**config.mk**
```make
export PLATFORM = sky130hd
export DESIGN_NAME = graphics_reg_bank
export DESIGN_NICKNAME = d
export VERILOG_FILES = /design/src/rtl/graphics_reg_bank.sv
export SDC_FILE = /design/constraint.sdc
export NUM_CORES = 1
export LEC_CHECK = 0
export ABC_AREA = 1
export CAP_MARGIN = 20
export CORE_MARGIN = 2
export CORE_UTILIZATION = 52
export CTS_CLUSTER_DIAMETER = 120
export CTS_CLUSTER_SIZE = 8
export DETAILED_ROUTE_END_ITERATION = 6
export PLACE_DENSITY = 0.81
export SLEW_MARGIN = 10
export SYNTH_ARGS = -nofsm -noshare
export SYNTH_HDL_FRONTEND = slang
export SYNTH_SLANG_ARGS = --single-unit
```
**constraint.sdc**
```tcl
create_clock -name clk -period 1.5 [get_ports clk]
set_input_delay 0.375 -clock clk [delete_from_list [all_inputs] [get_ports clk]]
set_output_delay 0.375 -clock clk [all_outputs]
set_load 0.02 [all_outputs]
```
**src/rtl/graphics_reg_bank.sv**
```systemverilog
// graphics_reg_bank
// -----------------
// Double-buffered register bank between the CPU memory bus and the
// sprite/score renderers.
//
// The CPU writes go into a shadow register set. Coordinates are clamped to the
// visible area and the ball depth is clamped to its legal range as they arrive.
// A write to the COMMIT address arms a swap. On the next frame_done pulse,
// every active register loads its shadow copy on the same edge. The renderers
// therefore never see a scene that is only partly updated.
//
// Ports:
//   clk            system clock, rising edge
//   rst            synchronous reset, active-low
//   chipselect     bus chip select; the bus is live when it equals CS_CODE
//   databus        16-bit write data
//   data_address   register index (0-9 data, 10-14 reserved, 15 COMMIT)
//   frame_done     one-cycle pulse at the last accepted pixel of a frame
//   paddle_*/ball_*/player_*_score/game_state   active register outputs
//   commit_pending swap armed, waiting for frame_done
//   frame_count    number of swaps performed (wraps)
//   bad_addr       sticky flag: a reserved address was written

module graphics_reg_bank #(
  parameter logic [3:0]  CS_CODE = 4'b0100,
  parameter logic [15:0] X_MAX   = 16'd639,
  parameter logic [15:0] Y_MAX   = 16'd479,
  parameter logic [15:0] Z_MAX   = 16'd999
) (
  input  logic        clk,
  input  logic        rst,
  input  logic [3:0]  chipselect,
  input  logic [15:0] databus,
  input  logic [3:0]  data_address,
  input  logic        frame_done,
  output logic [15:0] paddle_1_x,
  output logic [15:0] paddle_1_y,
  output logic [15:0] paddle_2_x,
  output logic [15:0] paddle_2_y,
  output logic [15:0] ball_x,
  output logic [15:0] ball_y,
  output logic [15:0] ball_z,
  output logic [15:0] player_1_score,
  output logic [15:0] player_2_score,
  output logic [15:0] game_state,
  output logic        commit_pending,
  output logic [15:0] frame_count,
  output logic        bad_addr
);

  localparam int         NUM_REGS    = 10;
  localparam logic [3:0] COMMIT_ADDR = 4'd15;

  // Reset value for each register index.
  function automatic logic [15:0] reset_value(input int idx);
    case (idx)
      0:       return 16'd100;
      1:       return 16'd200;
      2:       return 16'd350;
      3:       return 16'd250;
      4:       return 16'd320;
      5:       return 16'd240;
      default: return 16'd0;
    endcase
  endfunction

  // Upper bound for each register index.
  // 16'hFFFF leaves the register effectively unclamped.
  function automatic logic [15:0] clamp_limit(input int idx);
    case (idx)
      0, 2, 4: return X_MAX;
      1, 3, 5: return Y_MAX;
      6:       return Z_MAX;
      default: return 16'hFFFF;
    endcase
  endfunction

  typedef enum logic {
    IDLE  = 1'b0,
    ARMED = 1'b1
  } state_t;

  state_t state_reg, state_next;

  logic        bus_write;
  logic        commit_write;
  logic        reserved_write;
  logic        swap;
  logic [15:0] frame_count_reg;
  logic        bad_addr_reg;
  logic [15:0] active_bus [NUM_REGS];

  assign bus_write      = (chipselect == CS_CODE);
  assign commit_write   = bus_write && (data_address == COMMIT_ADDR);
  assign reserved_write = bus_write && (data_address >= 4'd10) &&
                          (data_address <= 4'd14);

  // A swap happens only from ARMED. A COMMIT write on the swap edge re-arms
  // for the following frame instead of being lost.
  assign swap = (state_reg == ARMED) && frame_done;

  always_comb begin
    state_next = state_reg;
    case (state_reg)
      IDLE:    if (commit_write) state_next = ARMED;
      ARMED:   if (frame_done)   state_next = commit_write ? ARMED : IDLE;
      default: state_next = IDLE;
    endcase
  end

  always_ff @(posedge clk) begin
    if (!rst) begin
      state_reg       <= IDLE;
      frame_count_reg <= 16'd0;
      bad_addr_reg    <= 1'b0;
    end else begin
      state_reg <= state_next;
      if (swap)           frame_count_reg <= frame_count_reg + 16'd1;
      if (reserved_write) bad_addr_reg    <= 1'b1;
    end
  end

  // One shadow/active pair per register index.
  // The swap reads the shadow's current (pre-write) value, so a write that
  // lands on the swap edge is held back for a later commit.
  genvar gi;
  generate
    for (gi = 0; gi < NUM_REGS; gi++) begin : g_reg
      localparam logic [15:0] LIMIT = clamp_limit(gi);
      localparam logic [15:0] RESET = reset_value(gi);

      logic        hit;
      logic [15:0] clamped;
      logic [15:0] shadow_reg;
      logic [15:0] active_reg;

      assign hit     = bus_write && (data_address == 4'(gi));
      assign clamped = (databus > LIMIT) ? LIMIT : databus;

      always_ff @(posedge clk) begin
        if (!rst) begin
          shadow_reg <= RESET;
          active_reg <= RESET;
        end else begin
          if (hit)  shadow_reg <= clamped;
          if (swap) active_reg <= shadow_reg;
        end
      end

      assign active_bus[gi] = active_reg;
    end
  endgenerate

  assign paddle_1_x     = active_bus[0];
  assign paddle_1_y     = active_bus[1];
  assign paddle_2_x     = active_bus[2];
  assign paddle_2_y     = active_bus[3];
  assign ball_x         = active_bus[4];
  assign ball_y         = active_bus[5];
  assign ball_z         = active_bus[6];
  assign player_1_score = active_bus[7];
  assign player_2_score = active_bus[8];
  assign game_state     = active_bus[9];
  assign commit_pending = (state_reg == ARMED);
  assign frame_count    = frame_count_reg;
  assign bad_addr       = bad_addr_reg;

endmodule
```
==> results.yml, run 1 <==
cells_and_area:
  final_net_count: 1856
  multi_input_area_sq_um: 4600
  fillers: 1848
  final_cell_mix: "nor2_1 (459), dfxtp_1 (334), nand2_1 (209), o21ai_0 (208), buf_2 (167)"
  area_growth_pct: 29.4
  layout_commonest_cell: "nor2_1"
  drive_above_1_share_pct: 20.8
  antenna_cells: 0
  largest_reg_flops: 160
  ff_latch_area_sq_um: 6770
critical_path:
  arrival_ps: 1120
  cp.depth: 1
  rrSetupSlack_ps: 110
  crit_slowest_cell: "dfxtp_1"
  regToRegEndpoint: "frame_count[9]$_SDFFE_PN0P_"
  start_kind: "flip-flop"
  crit_path_max_incr_delay_ps: 330
  path_class: "flip-flop to primary output"
  crit_path_end_kind: "primary output"
  cp_cell_sequence: "clkdlybuf4s15_2"
  reg2reg_depth: 7
  crit_fanout: 2
  rr_startpoint: "frame_count[2]$_SDFFE_PN0P_"
  crit_start: "player_2_score[6]$_SDFFE_PN0P_"
  cpLargestDelayFamily: "flip-flops"
  worstPathRequired_ps: 1120
  crit_end: "player_2_score[6]"
  worst-path-buf-inv: 1
clocking:
  clkTransAtPathRegs_ps: 50
  clk_latency_ps: 530
  clock_sinks: 338
  cts_hold_buffers: 0
  cts_max_level: 2
  clockBufferDepth: 3
  cts-root-buf: "clkbuf_16"
  tritoncts: "done"
  numCtsBuffers: 48
flow_run:
  drv_cap: 0
synth:
  ys_ff_latch: 338
  synth_fp_nets: 1589
  seq_area_frac_synth_pct: 56.6
  syn-mean-instance-area_sq_um: 7.65
  synthCells: 1561
  synth_warnings: 0
  syn-cell-area_sq_um: 11900
  synth_cell_types: 27
die:
  die_y_microns: 156
  num_rows: 55
  initial_utilization_pct: 52.9
  core-area_sq_um: 22600
  io-pin-count: 205
  dieArea_sq_um: 24200
  die_w_microns: 156
detailed_routing:
  drc: 3
  drt-total-wl_microns: 34600
  vias: 11200
  drtAntennaViolNets: 0
  drtIter0Drc: 916
  first_pass_iters: 7
  wl_per_cell_microns: 16.4
  vias_per_cell: 5.30
global_routing:
  grt_use_total_pct: 27.6
  grt_pass1_vias: 10600
  grt_pass1_wl_microns: 54000
  grt.overflow.total: 0
  grt_max_degree: 126
  antenna_found_initial: 0
place:
  dp_hpwl_microns: 22600
  gp_congestion: 0.918
  port_buffers: 204
status:
  failed_checks: "DRC"
  outcome: "finished, violations left"
sta:
  maxClockFrequency_mhz: 670
  final-max-slew-violation-count: 0
  tns_ps: 0
  finalCritPeriodShare_pct: 99.4
  hold_viol: 0
  layout_min_cycle_time_ps: 1490
  clock_skew_ps: 9.20
  tightestPinTransition_ps: 475
  relSlewSlack_pct: 68.3
  setup_viol: 0
worst_hold_path:
  worstHoldStart: "rst"
  worstHoldPathType: "input pin to flip-flop"
power_and_ir_drop:
  finalPower_mw: 18.8
  p_leak_nw: 6.81
  power.density_nw_per_um2: 1220
  irDropWorstVdd_mv: 0.776
-- tightest hold or removal path, cell delays in order --
cell     delay [ps]
buf_6           120
buf_12          170
nand3_1         100
-- worst min path at each step --
stage | end | slack [ps] | cells past startpoint
after floorplan | g_reg[1].shadow_reg[9]$_SDFFE_PN0P_ | 410 | 2
after CTS | g_reg[2].shadow_reg[8]$_SDFFE_PN1P_ | 270 | 3
after detailed placement | g_reg[0].shadow_reg[10]$_SDFFE_PN0P_ | 420 | 2
after global placement | g_reg[5].shadow_reg[9]$_SDFFE_PN0P_ | 420 | 2
final | g_reg[2].shadow_reg[8]$_SDFFE_PN1P_ | 290 | 3
after global routing | paddle_2_x[8]$_SDFFE_PN1P_ | 300 | 3
-- per-layer routing --
layer / vias up / share of wire, % / global-route usage [%]
li1: 5467 / - / -
met1: 5193 / 42 / 35.5
met2: 451 / 48 / 46.6
met3: 78 / 7.5 / 5.39
met4: 0 / 2.6 / 9.79
met5: - / 0 / 0.207
-- stage by stage --
step | util, % | instance area [sq um] | hold slack [ps] | setup slack (ps) | std cells
floorplan | - | 11900 | 412 | 92.5 | 1561
global placement | 65.9 | 14900 | 419 | -575 | 2055
detailed placement | 65.9 | 14900 | 424 | -633 | 2055
CTS | 69.0 | 15600 | 275 | -0.000444 | 2107
global route | 68.5 | 15500 | 302 | -15.2 | 2113
finish | 68.5 | 15500 | 294 | 8.48 | 2113
-- where the power goes --
group          switching, mW  internal, mW
registers             0.0115          9.02
logic                  0.400         0.235
clock network           3.47          5.67
-- area by class of cell --
type | instances | share of cell area (%)
Clock inverter | 1 | 0.0567
Sequential cell | 338 | 43.8
Multi-Input combinational cell | 1056 | 29.7
Clock buffer | 49 | 7.93
Inverter | 79 | 2.05
Timing Repair Buffer | 305 | 14.1
Tap cell | 285 | 2.31
-- cell usage after synthesis --
| cell type | n | share of area, % |
|---|---|---|
| nand4_1 | 3 | 0.16 |
| buf_4 | 3 | 0.19 |
| a21oi_1 | 68 | 2.8 |
| o21ai_1 | 3 | 0.13 |
| o21ai_0 | 211 | 8.8 |
| and3_1 | 1 | 0.052 |
| nand3_1 | 68 | 2.8 |
| inv_4 | 1 | 0.052 |
| ha_1 | 1 | 0.10 |
| inv_1 | 70 | 2.2 |
| nand2_2 | 6 | 0.31 |
| o211ai_1 | 1 | 0.063 |
| inv_2 | 7 | 0.22 |
| nor2_4 | 3 | 0.28 |
| nor2_2 | 3 | 0.16 |
| nor2_1 | 469 | 15 |
| clkinv_1 | 1 | 0.031 |
| buf_1 | 9 | 0.28 |
| buf_6 | 2 | 0.19 |
| nor3_4 | 2 | 0.27 |
| buf_2 | 14 | 0.59 |
| nand2_4 | 1 | 0.094 |
| clkbuf_1 | 60 | 1.9 |
| nor3_1 | 2 | 0.084 |
| o21bai_1 | 1 | 0.063 |
| nand2_1 | 213 | 6.7 |
| dfxtp_1 | 338 | 57 |
-- kinds of logic (layout without fill, tap and decap cells) --
kind of cell / Yosys count / after routing / share of synthesized area [%]
AO/OA/AOI/OAI: 284 / 284 / 11.9
buffers and inverters: 167 / 434 / 5.63
flip-flops: 338 / 338 / 56.6
AND/OR/NAND/NOR: 771 / 771 / 25.7
adder cells (fa/ha/maj): 1 / 1 / 0.105
-- repair_timing --
action | CTS | global route
gates resized for setup | 672 | 84
setup buffers | 2 | 5
cloned | 0 | 1
hold endpoints to repair | 0 | 0
setup endpoints to repair | 208 | 142
pin swaps | 0 | 5
No activity file was read; power rests on OpenSTA's default activity.
==> run 2, diff against run 1 <==
- CTS_CLUSTER_DIAMETER: 120 -> 150
- SETUP_SLACK_MARGIN: default -> 0.4
==> run 2 against run 1 <==
Effect of this change: the flow now finishes without violations; die area is the same; combinational power rose by 26%; register-to-register slack worse by 80 ps; design area up 22%; via count grew 14%; fmax up 1.4%; critical endpoint is now player_2_score[15]$_SDFFE_PN0P_; highest routed layer is now met5.
==> results.yml, run 2 (synthesized netlist as in run 1, its figures left out) <==
status:
  outcome: "finished clean"
place:
  gp_congestion: 0.885
  dp_hpwl_microns: 23500
  place_inst: 2064
  dp_slack_ps: -597
  port_buffers: 204
  placed_area_sq_um: 15300
critical_path:
  arrival_ps: 1880
  crit_path_end_kind: "flip-flop"
  crit_fanout: 43
  path_class: "flip-flop to flip-flop"
  start_kind: "flip-flop"
  worstPathRequired_ps: 1910
  rrSetupSlack_ps: 30
detailed_routing:
  wl_per_cell_microns: 20.4
  drt-total-wl_microns: 45200
  drc: 0
  vias_per_cell: 5.77
  drtIter0Drc: 1314
  vias: 12800
  first_pass_iters: 7
  drtAntennaViolNets: 0
die:
  die_w_microns: 156
  die_y_microns: 156
  core-area_sq_um: 22600
  io-pin-count: 205
  num_rows: 55
  initial_utilization_pct: 52.9
  dieArea_sq_um: 24200
cells_and_area:
  antenna_cells: 0
  final_cell_mix: "nor2_1 (400), buf_6 (203), nand2_1 (192), dfxtp_2 (166), dfxtp_1 (160)"
  final_net_count: 1951
  largest_reg_flops: 160
  fillers: 1118
  layout_commonest_cell: "nor2_1"
  fin_cells: 2213
  fin_area_sq_um: 18800
  drive_above_1_share_pct: 41.5
  area_growth_pct: 57.4
sta:
  maxClockFrequency_mhz: 680
  tightestPinTransition_ps: 434
  hold_viol: 0
  relSlewSlack_pct: 70.8
  clock_skew_ps: 14.8
  final-max-slew-violation-count: 0
  layout_min_cycle_time_ps: 1470
  rsz0062_at_grt: "true"
  finalCritPeriodShare_pct: 98.0
  setup_viol: 0
  setup_slack_ps: 29.8
power_and_ir_drop:
  irDropWorstVdd_mv: 0.906
  finalPower_mw: 19.3
  power.density_nw_per_um2: 1030
  p_leak_nw: 7.95
flow_run:
  drv_cap: 0
clocking:
  clk_latency_ps: 550
  clockBufferDepth: 3
  tritoncts: "done"
  clock_sinks: 338
  numCtsBuffers: 48
  cts-root-buf: "clkbuf_16"
  clkTransAtPathRegs_ps: 50
  cts_max_level: 2
global_routing:
  grt_pass1_vias: 11300
  grt_pass1_wl_microns: 56800
  grt_max_degree: 92
  antenna_found_initial: 2
  grt.overflow.total: 0
  grt_use_total_pct: 29.1
worst_hold_path:
  worstHoldPathType: "input pin to flip-flop"
run 2: cell types whose count changed in the layout (fill, tap and decap cells not counted), moves of 19 or more:
cell,delta
buf_6,+202
dfxtp_1,-174
buf_2,-167
dfxtp_2,+162
o21ai_0,-72
o21ai_1,+65
nor2_1,-59
buf_4,+38
nor2_4,+37
nand3_1,-24
nor2_2,+23
nand3_2,+20
a21oi_1,-19
run 2: metrics by stage:
stage,setup TNS [ps],hold WS [ps],utilization (%)
3_3_place_gp,-120140,420,67.8
4_1_cts,0,267,74.6
5_1_grt,-0.0757,155,83.3
3_5_place_dp,-126670,424,67.8
6_report,0,154,83.3
2_1_floorplan,0,407,-
run 2: final timing paths:
kind                            cells past startpoint                                    to                            startpoint
worst max-delay path                                6       player_2_score[15]$_SDFFE_PN0P_             commit_pending$_SDFF_PN0_
worst min-delay path                                3                 bad_addr$_SDFFE_PN0P_                       data_address[3]
worst max register to register                      6       player_2_score[15]$_SDFFE_PN0P_             commit_pending$_SDFF_PN0_
worst min register to register                      2  g_reg[0].shadow_reg[14]$_SDFFE_PN0P_  g_reg[0].shadow_reg[14]$_SDFFE_PN0P_
run 2: where the power goes:
group | total (mW) | switching [mW] | internal, mW
clock network | 9.49 | 3.75 | 5.73
registers | 9.01 | 0.0155 | 8.99
logic | 0.798 | 0.502 | 0.296
run 2: routing by layer:
| layer | routed length, microns | track usage, % |
|---|---|---|
| met5 | 64 | 0 |
| met4 | 2460 | 11.4 |
| met3 | 4410 | 6.22 |
| met2 | 22200 | 50.7 |
| met1 | 16100 | 35.3 |
run 2: critical path, cell delays in order (launching register included):
cell and delay (ps):
dfxtp_4 360, buf_6 120, nand2_8 90, buf_4 180
buf_8 170, o21ai_0 300, nor2_1 100
run 2: final cells by class:
class	count	area (sq um)	share of cell area, %
Multi-Input combinational cell	1057	5320	28.3
Clock buffer	52	1240	6.58
Sequential cell	338	7020	37.3
Inverter	79	360	1.92
Timing Repair Buffer	398	4490	23.9
Tap cell	285	357	1.90
Clock inverter	3	26.3	0.140
Timing Repair inverter	1	6.26	0.0333
run 2: repair_timing:
item	in CTS	in global routing
cloned	1	23
pin swaps	4	49
endpoints found under the hold margin	0	0
gates resized for setup	1055	454
endpoints found under the setup margin	513	516
buffers inserted	35	35
hold buffers	0	0
